<file path="src/rtl/r2p_mult_seq_if.sv">
// -----------------------------------------------------------------------------
// r2p_mult_seq_if
//   Handshake/data bundle of the digit-serial online multiplier.
//   master : load requester and product consumer (drives start, operands,
//            out_ready).
//   slave  : the multiplier controller (drives ready, the product digit
//            stream and the assembled product word).
//
//   start      operand load request, honoured only while ready=1
//   x_in/y_in  WIDTH signed digits each, MSD in the top bit pair
//   ready      controller idle
//   p_digit    product digit (01=+1, 11=-1, 00=0), qualified by p_valid
//   p_valid    p_digit valid
//   p_last     last product digit (qualified by p_valid)
//   out_ready  consumer accepts p_digit this cycle
//   p_out      assembled product, first digit in the top bit pair
//   done       one-cycle completion pulse
// -----------------------------------------------------------------------------
interface r2p_mult_seq_if #(
    parameter int WIDTH = 8
);
    logic                 start;
    logic [2*WIDTH-1:0]   x_in;
    logic [2*WIDTH-1:0]   y_in;
    logic                 ready;
    logic [1:0]           p_digit;
    logic                 p_valid;
    logic                 p_last;
    logic                 out_ready;
    logic [2*WIDTH-1:0]   p_out;
    logic                 done;

    modport master (
        output start, x_in, y_in, out_ready,
        input  ready, p_digit, p_valid, p_last, p_out, done
    );

    modport slave (
        input  start, x_in, y_in, out_ready,
        output ready, p_digit, p_valid, p_last, p_out, done
    );
endinterface

</file>
<file path="src/rtl/r2p_mult_seq.sv">
// -----------------------------------------------------------------------------
// r2p_mult_seq
//   Radix-2 online (MSDF) multiplier, online delay 3. Both operands are loaded
//   in parallel, then one recurrence iteration runs per cycle: three warm-up
//   iterations that emit nothing, followed by WIDTH iterations that each emit
//   one product digit under a valid/ready handshake. The digits are also
//   shifted into a parallel product word.
//
//   Ports:
//     clk    rising-edge clock
//     rst_n  asynchronous active-low reset
//     bus    r2p_mult_seq_if.slave (start/x_in/y_in in, digit stream and
//            p_out/done out, out_ready back-pressure in)
//
//   Fixed-point formats:
//     operand prefixes xp/yp : WIDTH+2 bit two's complement, LSB = 2^-WIDTH
//     residual w             : 3 integer + 2*WIDTH+3 fraction bits
// -----------------------------------------------------------------------------
module r2p_mult_seq #(
    parameter int WIDTH = 8
) (
    input  logic           clk,
    input  logic           rst_n,
    r2p_mult_seq_if.slave  bus
);
    localparam int FW = 2*WIDTH + 3;          // residual fraction bits
    localparam int RW = FW + 3;               // residual total width
    localparam int PW = WIDTH + 2;            // prefix width
    localparam int TW = PW + 1;               // width of the summed product terms
    localparam int CW = $clog2(WIDTH + 1);    // iteration / digit counter

    localparam logic signed [RW-1:0] W_ONE = {3'b001, {FW{1'b0}}};

    typedef enum logic [1:0] {
        S_IDLE,
        S_PRE,
        S_RUN,
        S_DONE
    } state_t;

    state_t              state;
    logic [CW-1:0]       cnt;

    // Registered outputs
    logic                ready_r;
    logic [1:0]          p_digit_r;
    logic                p_valid_r;
    logic                p_last_r;
    logic [2*WIDTH-1:0]  p_out_r;
    logic                done_r;

    // Datapath state
    logic [2*WIDTH-1:0]  xs;      // remaining multiplicand digits, next at MSB
    logic [2*WIDTH-1:0]  ys;      // remaining multiplier digits, next at MSB
    logic signed [PW-1:0] xp;     // X[j]
    logic signed [PW-1:0] yp;     // Y[j]
    logic [WIDTH-1:0]    wt;      // weight of the digit being consumed, 2^-(j+4)
    logic signed [RW-1:0] w;      // residual

    // Combinational iteration results
    logic                 x_pos, x_neg, y_pos, y_neg;
    logic signed [PW-1:0] wt_s;
    logic signed [PW-1:0] x_nxt, y_nxt;
    logic signed [TW-1:0] term;
    logic signed [RW-1:0] v, w_nxt;
    logic signed [4:0]    vh;
    logic                 p_pos, p_neg;
    logic [1:0]           p_code;
    logic                 load, adv, step;

    // 2'b10 decodes to neither +1 nor -1, so it is consumed as a zero digit.
    assign x_pos = (xs[2*WIDTH-1 -: 2] == 2'b01);
    assign x_neg = (xs[2*WIDTH-1 -: 2] == 2'b11);
    assign y_pos = (ys[2*WIDTH-1 -: 2] == 2'b01);
    assign y_neg = (ys[2*WIDTH-1 -: 2] == 2'b11);
    assign wt_s  = signed'({2'b00, wt});

    // A digit leaves the output register when it is accepted or when nothing
    // valid is sitting there; everything else holds under back-pressure.
    assign load = (state == S_IDLE) && bus.start;
    assign adv  = !p_valid_r || bus.out_ready;
    assign step = (state == S_PRE) || ((state == S_RUN) && adv && !p_last_r);

    always_comb begin
        // NOTE: every signal assigned here gets a default first, so no path can infer a latch.
        x_nxt  = xp;
        y_nxt  = yp;
        term   = '0;
        p_pos  = 1'b0;
        p_neg  = 1'b0;
        p_code = 2'b00;

        if (x_pos)      x_nxt = xp + wt_s;
        else if (x_neg) x_nxt = xp - wt_s;
        if (y_pos)      y_nxt = yp + wt_s;
        else if (y_neg) y_nxt = yp - wt_s;

        // X[j]*y_{j+4} + Y[j+1]*x_{j+4}, LSB = 2^-WIDTH
        if (y_pos)      term = term + TW'(xp);
        else if (y_neg) term = term - TW'(xp);
        if (x_pos)      term = term + TW'(y_nxt);
        else if (x_neg) term = term - TW'(y_nxt);

        // Shifting by WIDTH rescales 2^-WIDTH to the residual LSB 2^-(2W+3),
        // which also applies the 2^-3 online-delay factor.
        v  = (w <<< 1) + (RW'(term) <<< WIDTH);

        // Floor to two fraction bits: the top five residual bits in quarters.
        vh = v[RW-1 -: 5];

        if (state == S_RUN) begin
            p_pos = (vh >= 5'sd2);
            p_neg = (vh <= -5'sd3);
        end

        w_nxt = v;
        if (p_pos) begin
            w_nxt  = v - W_ONE;
            p_code = 2'b01;
        end else if (p_neg) begin
            w_nxt  = v + W_ONE;
            p_code = 2'b11;
        end
    end

    // Recurrence state: loaded on an accepted start, advanced once per iteration.
    always_ff @(posedge clk or negedge rst_n) begin
        if (!rst_n) begin
            // NOTE: sequential state uses non-blocking assignments so every register samples pre-edge values.
            xs <= '0;
            ys <= '0;
            xp <= '0;
            yp <= '0;
            wt <= '0;
            w  <= '0;
        end else if (load) begin
            xs <= bus.x_in;
            ys <= bus.y_in;
            xp <= '0;
            yp <= '0;
            wt <= {1'b1, {(WIDTH-1){1'b0}}};
            w  <= '0;
        end else if (step) begin
            xs <= {xs[2*WIDTH-3:0], 2'b00};
            ys <= {ys[2*WIDTH-3:0], 2'b00};
            xp <= x_nxt;
            yp <= y_nxt;
            wt <= wt >> 1;
            w  <= w_nxt;
        end
    end

    // Controller FSM with registered handshake outputs.
    always_ff @(posedge clk or negedge rst_n) begin
        if (!rst_n) begin
            state     <= S_IDLE;
            cnt       <= '0;
            ready_r   <= 1'b1;
            p_digit_r <= 2'b00;
            p_valid_r <= 1'b0;
            p_last_r  <= 1'b0;
            p_out_r   <= '0;
            done_r    <= 1'b0;
        end else begin
            done_r <= 1'b0;
            unique case (state)
                S_IDLE: begin
                    if (bus.start) begin
                        ready_r <= 1'b0;
                        cnt     <= '0;
                        p_out_r <= '0;
                        state   <= S_PRE;
                    end
                end

                S_PRE: begin
                    if (cnt == CW'(2)) begin
                        cnt   <= '0;
                        state <= S_RUN;
                    end else begin
                        cnt <= cnt + 1'b1;
                    end
                end

                S_RUN: begin
                    if (adv) begin
                        if (p_last_r) begin
                            // Final digit taken by the consumer.
                            p_valid_r <= 1'b0;
                            p_last_r  <= 1'b0;
                            p_digit_r <= 2'b00;
                            done_r    <= 1'b1;
                            state     <= S_DONE;
                        end else begin
                            p_digit_r <= p_code;
                            p_valid_r <= 1'b1;
                            p_last_r  <= (cnt == CW'(WIDTH-1));
                            p_out_r   <= {p_out_r[2*WIDTH-3:0], p_code};
                            cnt       <= cnt + 1'b1;
                        end
                    end
                end

                S_DONE: begin
                    ready_r <= 1'b1;
                    state   <= S_IDLE;
                end
            endcase
        end
    end

    assign bus.ready   = ready_r;
    assign bus.p_digit = p_digit_r;
    assign bus.p_valid = p_valid_r;
    assign bus.p_last  = p_last_r;
    assign bus.p_out   = p_out_r;
    assign bus.done    = done_r;

endmodule

</file>
<file path="src/flat_wrapper.sv">
// flat-port wrapper written by rule: the top's interface ports become plain ports
module r2p_mult_seq_flat 
#(
    parameter int WIDTH = 8
)
  (clk, rst_n, bus_start, bus_x_in, bus_y_in, bus_out_ready, bus_ready, bus_p_digit, bus_p_valid, bus_p_last, bus_p_out, bus_done);
  r2p_mult_seq_if #(.WIDTH(WIDTH)) bus_i ();
  input  logic clk;
  input  logic rst_n;
  input wire logic [$bits(bus_i.start)-1:0] bus_start;
  input wire logic [$bits(bus_i.x_in)-1:0] bus_x_in;
  input wire logic [$bits(bus_i.y_in)-1:0] bus_y_in;
  input wire logic [$bits(bus_i.out_ready)-1:0] bus_out_ready;
  output wire logic [$bits(bus_i.ready)-1:0] bus_ready;
  output wire logic [$bits(bus_i.p_digit)-1:0] bus_p_digit;
  output wire logic [$bits(bus_i.p_valid)-1:0] bus_p_valid;
  output wire logic [$bits(bus_i.p_last)-1:0] bus_p_last;
  output wire logic [$bits(bus_i.p_out)-1:0] bus_p_out;
  output wire logic [$bits(bus_i.done)-1:0] bus_done;
  assign bus_i.start = bus_start;
  assign bus_i.x_in = bus_x_in;
  assign bus_i.y_in = bus_y_in;
  assign bus_i.out_ready = bus_out_ready;
  assign bus_ready = bus_i.ready;
  assign bus_p_digit = bus_i.p_digit;
  assign bus_p_valid = bus_i.p_valid;
  assign bus_p_last = bus_i.p_last;
  assign bus_p_out = bus_i.p_out;
  assign bus_done = bus_i.done;
  r2p_mult_seq #(.WIDTH(WIDTH)) u_core (.clk(clk), .rst_n(rst_n), .bus(bus_i));
endmodule
</file>
<file path="config.mk">
export PLATFORM = sky130hd
export DESIGN_NAME = r2p_mult_seq_flat
export DESIGN_NICKNAME = d
export VERILOG_FILES = /design/src/rtl/r2p_mult_seq_if.sv /design/src/rtl/r2p_mult_seq.sv /design/src/flat_wrapper.sv
export SDC_FILE = /design/constraint.sdc
export NUM_CORES = 1
export LEC_CHECK = 0
export ABC_AREA = 1
export BUFFER_PORTS_ARGS = -buffer_cell sky130_fd_sc_hd__buf_2
export CAP_MARGIN = 0
export CORE_ASPECT_RATIO = 0.6
export CORE_MARGIN = 2
export CORE_UTILIZATION = 57
export CTS_BUF_LIST = sky130_fd_sc_hd__clkbuf_4
export DETAILED_ROUTE_END_ITERATION = 10
export GPL_TIMING_DRIVEN = 0
export PLACE_DENSITY_LB_ADDON = 0.1
export SYNTH_ARGS = -nofsm -noshare
export SYNTH_HDL_FRONTEND = slang
export SYNTH_SLANG_ARGS = --single-unit
</file>
<file path="constraint.sdc">
create_clock -name clk -period 5.7 [get_ports clk]
set_clock_uncertainty 0.05 [all_clocks]
set_input_delay 1.14 -clock clk [delete_from_list [all_inputs] [get_ports clk]]
set_output_delay 1.14 -clock clk [all_outputs]
set_load 0.05 [all_outputs]
</file>
[Yosys cells after proc, flatten, opt, wreduce, memory -nomap -nowiden]
Cells that the tools add are included.
Storage, ports and cells
  logic and storage cells: 108
  register bits: 109
  output and inout bits: 22
  input bits: 36
Operators by class
  reduce and logical (&&, ||, !) cells: 19
  muxes and demuxes: 48
  magnitude comparators: 2
  equal/unequal tests: 14
  $add $sub $neg: 11
Operators by type and width (count)
  two-way mux 16 bit: 7
  two-way mux 21 bit: 4
  two-way mux 10 bit: 8
  two-way mux 11 bit: 4
  case mux 16 bit (2 select lines): 1
  adder 22 x 19 -> 22 bit: 1
  adder 21 bit (second input constant): 1
  subtractor 21 bit (second input constant): 1
  adder 10 x 9 -> 10 bit: 2
  subtractor 10 x 9 -> 10 bit: 2
  two-way mux 4 bit: 4
  two-way mux 8 bit: 2
  two-way mux 2 bit: 7
  case mux 4 bit (3 select lines): 1
  AND reduction 4 bit: 3
  adder 11 x 10 -> 11 bit: 1
  subtractor 1 x 10 -> 11 bit (first input constant): 1
  subtractor 11 x 10 -> 11 bit: 1
  == test 2 bit (second input constant): 4
  two-way mux 1 bit: 8
  case mux 2 bit (4 select lines): 1
  == test 2 x 1 -> 1 bit (second input constant): 3
  inequality test 2 bit (second input constant): 3
  AND reduction 2 bit: 3
  other kinds (13): 21

[Logic depth before layout (Yosys ltp)]
Gate-level depths: netlist (run 1).
  depth after elaboration: 14
  depth in mapped cells: 41
  mapped depth without buffers: 41

[Worst setup path after synthesis (run 1)]
OpenSTA, ideal clock, no wires.
  path kind: flip-flop to flip-flop
  start point: register u_core.wt[0]
  end point: register u_core.w[20]
  data arrival time: 5.177 ns
  setup slack: 0.357 ns
  path buffers: 0
  library setup time: 0.116 ns
  stages on the path, launching flop included: 40
  clock period less this slack: 5.343 ns
  data required time: 5.534 ns
  cells stage by stage: dfrtp_1 > ha_1 > inv_1 > fa_1 > nor2_1 > inv_1 > a21oi_1 > or2_1 > a21oi_1 > o21ai_1 > nand2_1 > nand2_1 > a21oi_1 > o21ai_1 > xor2_1 > ha_1 > nor4_1 > nand3_1 > [4 not listed] > nand3_2 > inv_1 > ha_1 > nand2_1 > nor2_1 > nand3_1 > o2111ai_1 > xor2_1 > inv_1 > ha_1 > o21ai_0 > nand3_1 > nand4_2 > nand2_2 > inv_2 > nand2_1 > nand2_1 > nand2_1
Between the ends
  longest elaborated chain between the ends: 13
  elaborated cells between the ends (all ways): 19
  those cells by class: add/sub: 7; order compare: 2; mux: 10
Ends and longest elaborated chain
  start, declared: RTL line r2p_mult_seq.sv:57  | logic [WIDTH-1:0] wt;
  start signal, assigned: RTL line r2p_mult_seq.sv:141  | wt <= {1'b1, {(WIDTH-1){1'b0}}};
  start signal, assigned: RTL line r2p_mult_seq.sv:148  | wt <= wt >> 1;
  subtractor 10 x 9 -> 10 bit: RTL line r2p_mult_seq.sv:96  | else if (y_neg) y_nxt = yp - wt_s;
  two-way mux 10 bit: RTL line r2p_mult_seq.sv:96
  two-way mux 10 bit *: RTL line r2p_mult_seq.sv:95  | if (y_pos) y_nxt = yp + wt_s;
  subtractor 11 x 10 -> 11 bit: RTL line r2p_mult_seq.sv:102  | else if (x_neg) term = term - TW'(y_nxt);
  two-way mux 11 bit: RTL line r2p_mult_seq.sv:102
  two-way mux 11 bit *: RTL line r2p_mult_seq.sv:101  | if (x_pos) term = term + TW'(y_nxt);
  adder 22 x 19 -> 22 bit *: RTL line r2p_mult_seq.sv:106  | v = (w <<< 1) + (RW'(term) <<< WIDTH);
  branches (longest 3 deep; another with adder 21 bit)
  two-way mux 21 bit *: RTL line r2p_mult_seq.sv:117  | if (p_pos) begin
  two-way mux 21 bit *: RTL line r2p_mult_seq.sv:143  | end else if (step) begin
  two-way mux 21 bit *: RTL line r2p_mult_seq.sv:136  | end else if (load) begin
  end signal, assigned: RTL line r2p_mult_seq.sv:149  | w <= w_nxt;
  end, declared: RTL line r2p_mult_seq.sv:58  | logic signed [RW-1:0] w;
Mark *: on every way between the ends. The select of a mux whose other input is x is not followed.
A chain may end at the register's enable or synchronous reset.

[Final worst setup path (run 1)]
  start point: register u_core.yp[0]
  end point: register u_core.w[20]
Between the ends
  longest elaborated chain between the ends: 13
  elaborated cells between the ends (all ways): 19
  those cells by class: add/sub: 7; order compare: 2; mux: 10
Ends and longest elaborated chain
  start, declared: RTL line r2p_mult_seq.sv:56  | logic signed [PW-1:0] yp;
  start signal, assigned: RTL line r2p_mult_seq.sv:147  | yp <= y_nxt;
  subtractor 10 x 9 -> 10 bit: RTL line r2p_mult_seq.sv:96
  two-way mux 10 bit: RTL line r2p_mult_seq.sv:96
  two-way mux 10 bit *: RTL line r2p_mult_seq.sv:95
  subtractor 11 x 10 -> 11 bit: RTL line r2p_mult_seq.sv:102
  two-way mux 11 bit: RTL line r2p_mult_seq.sv:102
  two-way mux 11 bit *: RTL line r2p_mult_seq.sv:101
  adder 22 x 19 -> 22 bit *: RTL line r2p_mult_seq.sv:106
  branches (longest 3 deep; another with adder 21 bit)
  two-way mux 21 bit *: RTL line r2p_mult_seq.sv:117
  two-way mux 21 bit *: RTL line r2p_mult_seq.sv:143
  two-way mux 21 bit *: RTL line r2p_mult_seq.sv:136
Marked as above.

==> results.toml, run 1 <==
[synth]
synth_top_area_share_pct = 33.8
synth_top_cell_by_area = "dfrtp_1"
synth_edf_count = 0
syn_area_mm2 = 0.00739
synthesis.nets = 1092
ys_types = 51
syn_avg_cell_area_um2 = 7.52
synth_cells = 983
synth_warnings = 0
synth-async-reset-ratio_pct = 100
ys_seq_elements = 101
ys_seq_area_share_pct = 34.2
synth_flop_cell = "dfrtp_1"
yosys-top-cells-area = "dfrtp_1 (34%), ha_1 (11%), nand2_1 (10%)"

[sta]
fin_ws_ns = -0.193
slew_headroom_pct = 36.9
rsz0062_at_grt = "yes"
whs_ns = 0.454
max_freq_mhz = 170
hold_violations = 0
worst_slew_pin_slew_ns = 0.940
period_needed_ns = 5.89
slew_viol_final = 0
setup-violations-final = 6
finalCritPeriodShare_pct = 103

[clock_tree]
cts_tree = "built"
path_clk_slew_ns = 0.21
cts-root-to-sink-buffers = 2
numCtsBuffers = 9
cts-root-buf = "clkbuf_4"
clock-sinks = 101
clock_latency_ns = 0.51
cts.htree.levels = 3

[floorplan]
core_mm2 = 0.0127
die_y_um = 92.2
die_w_um = 151
rows = 32
start_util_pct = 58.1
die_area_mm2 = 0.0139
ios = 58

[route]
drtAntennaViolNets = 0
wl_per_cell_um = 16.8
drt-total-wl_um = 21400
drt_iter0_drc = 732
drtPass1Iterations = 6
vias_per_cell = 5.61
via_count = 7133
drc = 0

[placed_design]
dpl.hpwl_um = 15300
gp_congestion = 1.01
portBuffers = 57

[hold_path]
hold_depth = 2
hold_path.class = "flop to flop"

[worst_setup_path]
cpPeakStageDelay_ns = 0.44
rr_worst_depth = 39
start_kind = "flop"
worst_ep_arrival_time_ns = 6.24
crit_fanout = 5
cpMaxStageDelayCell = "dfrtp_1"
crit_type = "flop to flop"
end_kind = "flop"
required_ns = 6.05

[job]
maxCapViolCount = 0

[global_route]
grt_overflow = 0
grt_max_degree = 68
grt_pass1_vias = 6297
grt_usage_pct = 30.9
grt_pass1_wl_um = 33100
antenna_found_initial = 0

[layout]
area_delta_synth_final_pct = 18.9
layout-drive-gt1-share_pct = 21.3
finalNetCount = 1205
final_util_pct = 69.0
antenna_cells = 0

[status]
failed_checks = "negative setup slack"
status = "finished, violations left"
==> sequential cells by signal, summed over array words and instances (netlist names), 2 cells and up <==
name / flops
u_core.w: 13
u_core.bus.p_digit: 2
u_core.bus.p_out: 16
u_core.state: 2
u_core.yp: 10
u_core.wt: 8
u_core.ys: 16
u_core.xp: 10
u_core.xs: 16
u_core.cnt: 4
==> repair_timing <==
| action | CTS | global route |
|---|---|---|
| gates resized for setup | 35 | 61 |
| pin swaps | 21 | 50 |
| endpoints found under the setup margin | 6 | 6 |
| hold endpoints to repair | 0 | 0 |
| hold buffers | 0 | 0 |
| buffers inserted | 22 | 22 |
==> through the flow <==
step | worst slack (ns) | std cells | TNS [ns] | cell area (um^2)
after floorplan | 0.357 | 983 | 0 | 7390
after global placement | -0.594 | 1210 | -2.78 | 7890
after detailed placement | -0.642 | 1211 | -3.07 | 7920
after CTS | 0.0111 | 1249 | 0 | 8400
after global routing | -0.456 | 1271 | -2.55 | 8790
final | -0.193 | 1271 | -0.811 | 8790
==> cells in the final DEF (no fill, tap or decap), types with 4 or more instances in the layout <==
cell      count
a21oi_1      49
clkbuf_1     19
o22ai_1      26
a22oi_1       6
ha_1         57
nor3_1        8
o211ai_1     19
nand4_1       5
ha_4          5
ha_2          5
dfrtp_1      97
clkbuf_4      9
nor2_1       67
o21ai_1      12
o21ai_0      62
nor3_2        5
nand3_1      33
nand2_2      12
buf_2        59
fa_1          4
xor2_1       26
a21oi_2      13
inv_2        20
o221ai_1      8
nand2_1     199
buf_4        46
nand3_2       8
inv_1       142
o21ai_2       6
==> Yosys cell counts, types with 3 or more instances <==
cell type	n
a211oi_1	4
a21oi_1	62
a221oi_1	4
a22oi_1	7
a31oi_1	3
buf_2	3
clkbuf_1	19
dfrtp_1	100
fa_1	6
ha_1	67
inv_1	153
inv_2	12
nand2_1	205
nand2_2	6
nand3_1	37
nand3_2	5
nand4_1	5
nor2_1	68
nor3_1	14
o211ai_1	19
o21ai_0	69
o21ai_1	10
o21bai_1	3
o221ai_1	8
o22ai_1	26
o31ai_1	5
or2_2	3
xor2_1	28
==> final cells by class <==
| type | count | area [um^2] |
|---|---|---|
| Tap cell | 170 | 213 |
| Multi-Input combinational cell | 691 | 4500 |
| Clock buffer | 9 | 67.6 |
| Buffer | 24 | 97.6 |
| Timing Repair Buffer | 102 | 646 |
| Clock inverter | 7 | 103 |
| Inverter | 167 | 634 |
| Sequential cell | 101 | 2530 |
| Fill cell | 1088 | 3940 |
==> per-layer routing <==
layer / part of all wire, % / track usage, % / routed length [um]
met2: 38 / 39.7 / 8140
met5: 0 / 0 / 0
met1: 51 / 51.9 / 10800
met3: 10 / 7.61 / 2230
met4: 0.93 / 4.44 / 199
==> critical path: cells and delay by family, from the launching register on <==
family / cells / cell delay (ns)
buffers and inverters: 8 / 0.63
AO/OA/AOI/OAI: 7 / 0.91
flip-flops: 1 / 0.44
AND/OR/NAND/NOR: 17 / 1.88
adder cells (fa/ha/maj): 5 / 1.36
XOR/XNOR: 2 / 0.48
==> logic make-up (layout without fill, tap and decap cells) <==
group                    Yosys count  count (layout)  share of synthesized area [%]
AO/OA/AOI/OAI                    231             231                           18.6
AND/OR/NAND/NOR                  356             356                           20.7
flip-flops                       101             101                           34.2
adder cells (fa/ha/maj)           73              73                           13.0
buffers and inverters            191             309                           9.80
XOR/XNOR                          31              31                           3.77
==> path summary, 6_finish.rpt <==
check | from | endpoint | slack (ns)
worst min register to register | u_core.w[20] | u_core.w[20] | 0.45
max in group asynchronous | rst_n | u_core.bus.ready | 4.30
worst min-delay path | u_core.w[20] | u_core.w[20] | 0.45
min in group asynchronous | rst_n | u_core.yp[6] | 0.53
worst max-delay path | u_core.yp[0] | u_core.w[20] | -0.19
worst max register to register | u_core.yp[0] | u_core.w[20] | -0.19
Power of run 1 is left out: the tool's default activity adds up to more than one toggle a clock period on the data nets, which glitch-free logic cannot reach.
==> run 2: changes to the inputs <==
Settings changed: RECOVER_POWER set to 100.
==> run 2 against run 1 <==
The run ends with max-capacitance violations, max-slew violations, negative setup slack left. Critical path depth did not move. Design area decreased by 0.64%. Hold slack hardly changed. Utilization decreased by 0.44 points. Clock-buffer cell count unchanged. Critical path type unchanged. Critical endpoint unchanged. Highest routed layer unchanged.
==> results.toml, run 2 (synthesis results as in run 1) <==
[worst_setup_path]
crit_type = "flop to flop"
ff2ff_setup_slack_ns = -0.19
end_kind = "flop"
cpPeakStageDelay_ns = 0.43
timing.rr.end = "u_core.w[20]"
rr_worst_depth = 39
worst_ep_arrival_time_ns = 6.23
crit_fanout = 5
endpoint = "u_core.w[20]"
required_ns = 6.04
cpMaxStageDelayCell = "dfrtp_1"
start_kind = "flop"
startpoint = "u_core.yp[0]"
r2r-start = "u_core.yp[0]"

[route]
drc = 0
wl_per_cell_um = 16.8
drt-total-wl_um = 21300
vias_per_cell = 5.62
drtAntennaViolNets = 0
via_count = 7145
drt_iter0_drc = 720
drtPass1Iterations = 5

[layout]
antenna_cells = 0
multiInputGateArea_mm2 = 0.00449
finalNetCount = 1205
area_delta_synth_final_pct = 18.1
layout-drive-gt1-share_pct = 19.0
regArea_mm2 = 0.00253
stdcell_count = 1271
fillers = 1098
layout_commonest_cell = "nand2_1"
most-common-layout-cells = "nand2_1 (199), inv_1 (143), dfrtp_1 (97)"

[placed_design]
dpl.hpwl_um = 15300
placed_cells = 1211
gp_congestion = 1.01
portBuffers = 57

[global_route]
grt_max_degree = 68
grt_pass1_wl_um = 33100
gr-usage-met1_pct = 51.9
grt_overflow = 0
gr-usage-met3_pct = 7.61
grt_usage_pct = 30.9
busiest_layer = "met1"
grt_pass1_vias = 6297
antenna_found_initial = 0
grt_util_met2_pct = 39.7

[hold_path]
hold_depth = 2
hold_path.class = "flop to flop"

[sta]
rsz0062_at_grt = "yes"
finalCritPeriodShare_pct = 103
setup-violations-final = 6
period_needed_ns = 5.89
worst_slew_pin_slew_ns = 2.11
max_freq_mhz = 170
slew_headroom_pct = -40.9
fin_ws_ns = -0.193
slew_viol_final = 104
hold_violations = 0

[clock_tree]
cts.htree.levels = 3
numCtsBuffers = 9
clock_latency_ns = 0.50
cts-root-to-sink-buffers = 2
cts_tree = "built"
cts-root-buf = "clkbuf_4"
path_clk_slew_ns = 0.21
clock-sinks = 101

[floorplan]
rows = 32
ios = 58
die_area_mm2 = 0.0139
die_w_um = 151
die_y_um = 92.2
start_util_pct = 58.1
core_mm2 = 0.0127

[status]
failed_checks = "max-capacitance violations, max-slew violations, negative setup slack"
status = "finished, violations left"

[job]
maxCapViolCount = 2
run 2: layer usage:
metal  share of wire (%)  up-vias
li1                    -     3480
met2                  38      327
met5                   0        -
met1                  50     3318
met4                0.82        0
met3                  10       20
run 2: how the worst min path moves through the flow:
stage	from	end
2_1_floorplan	u_core.w[20]	u_core.w[20]
3_3_place_gp	u_core.w[20]	u_core.w[20]
5_1_grt	u_core.w[20]	u_core.w[20]
4_1_cts	u_core.w[20]	u_core.w[20]
3_5_place_dp	u_core.w[20]	u_core.w[20]
6_report	u_core.w[20]	u_core.w[20]
run 2: worst max-delay path, delay by kind of cell, from the launching register on:
family          cells  cell delay [ns]
flops               1             0.43
compound gates      7             0.93
buf+inv             8             0.64
xor+xnor            2             0.49
fa+ha+maj           5             1.35
simple gates       17             1.89
run 2: layout make-up:
class / count / share of cell area (%)
repair buffers: 102 / 6.78
plain buffers: 24 / 1.12
flip-flops and latches: 101 / 29.0
clock buffers: 9 / 0.774
clock inverters: 7 / 1.17
well taps: 170 / 2.44
multi-input cells: 691 / 51.5
inverters: 167 / 7.26
run 2: per-stage QoR:
stage / instance area, um^2 / worst slack (ns) / TNS, ns / hold WS, ns / util (%)
detailed placement: 7920 / -0.642 / -3.07 / 0.421 / 62.2
floorplan: 7390 / 0.357 / 0 / 0.399 / -
finish: 8730 / -0.193 / -0.775 / 0.454 / 68.6
global placement: 7890 / -0.594 / -2.78 / 0.414 / 62.0
CTS: 8400 / 0.0111 / 0 / 0.459 / 66.0
global route: 8730 / -0.456 / -2.54 / 0.473 / 68.6
run 2: timing repair:
action                     CTS  global route
buffers inserted            22            22
setup endpoints to repair    6             6
hold buffers                 0             0
gates resized for setup     35            61
pin swaps                   21            50
Power of run 2 is left out for the same reason.
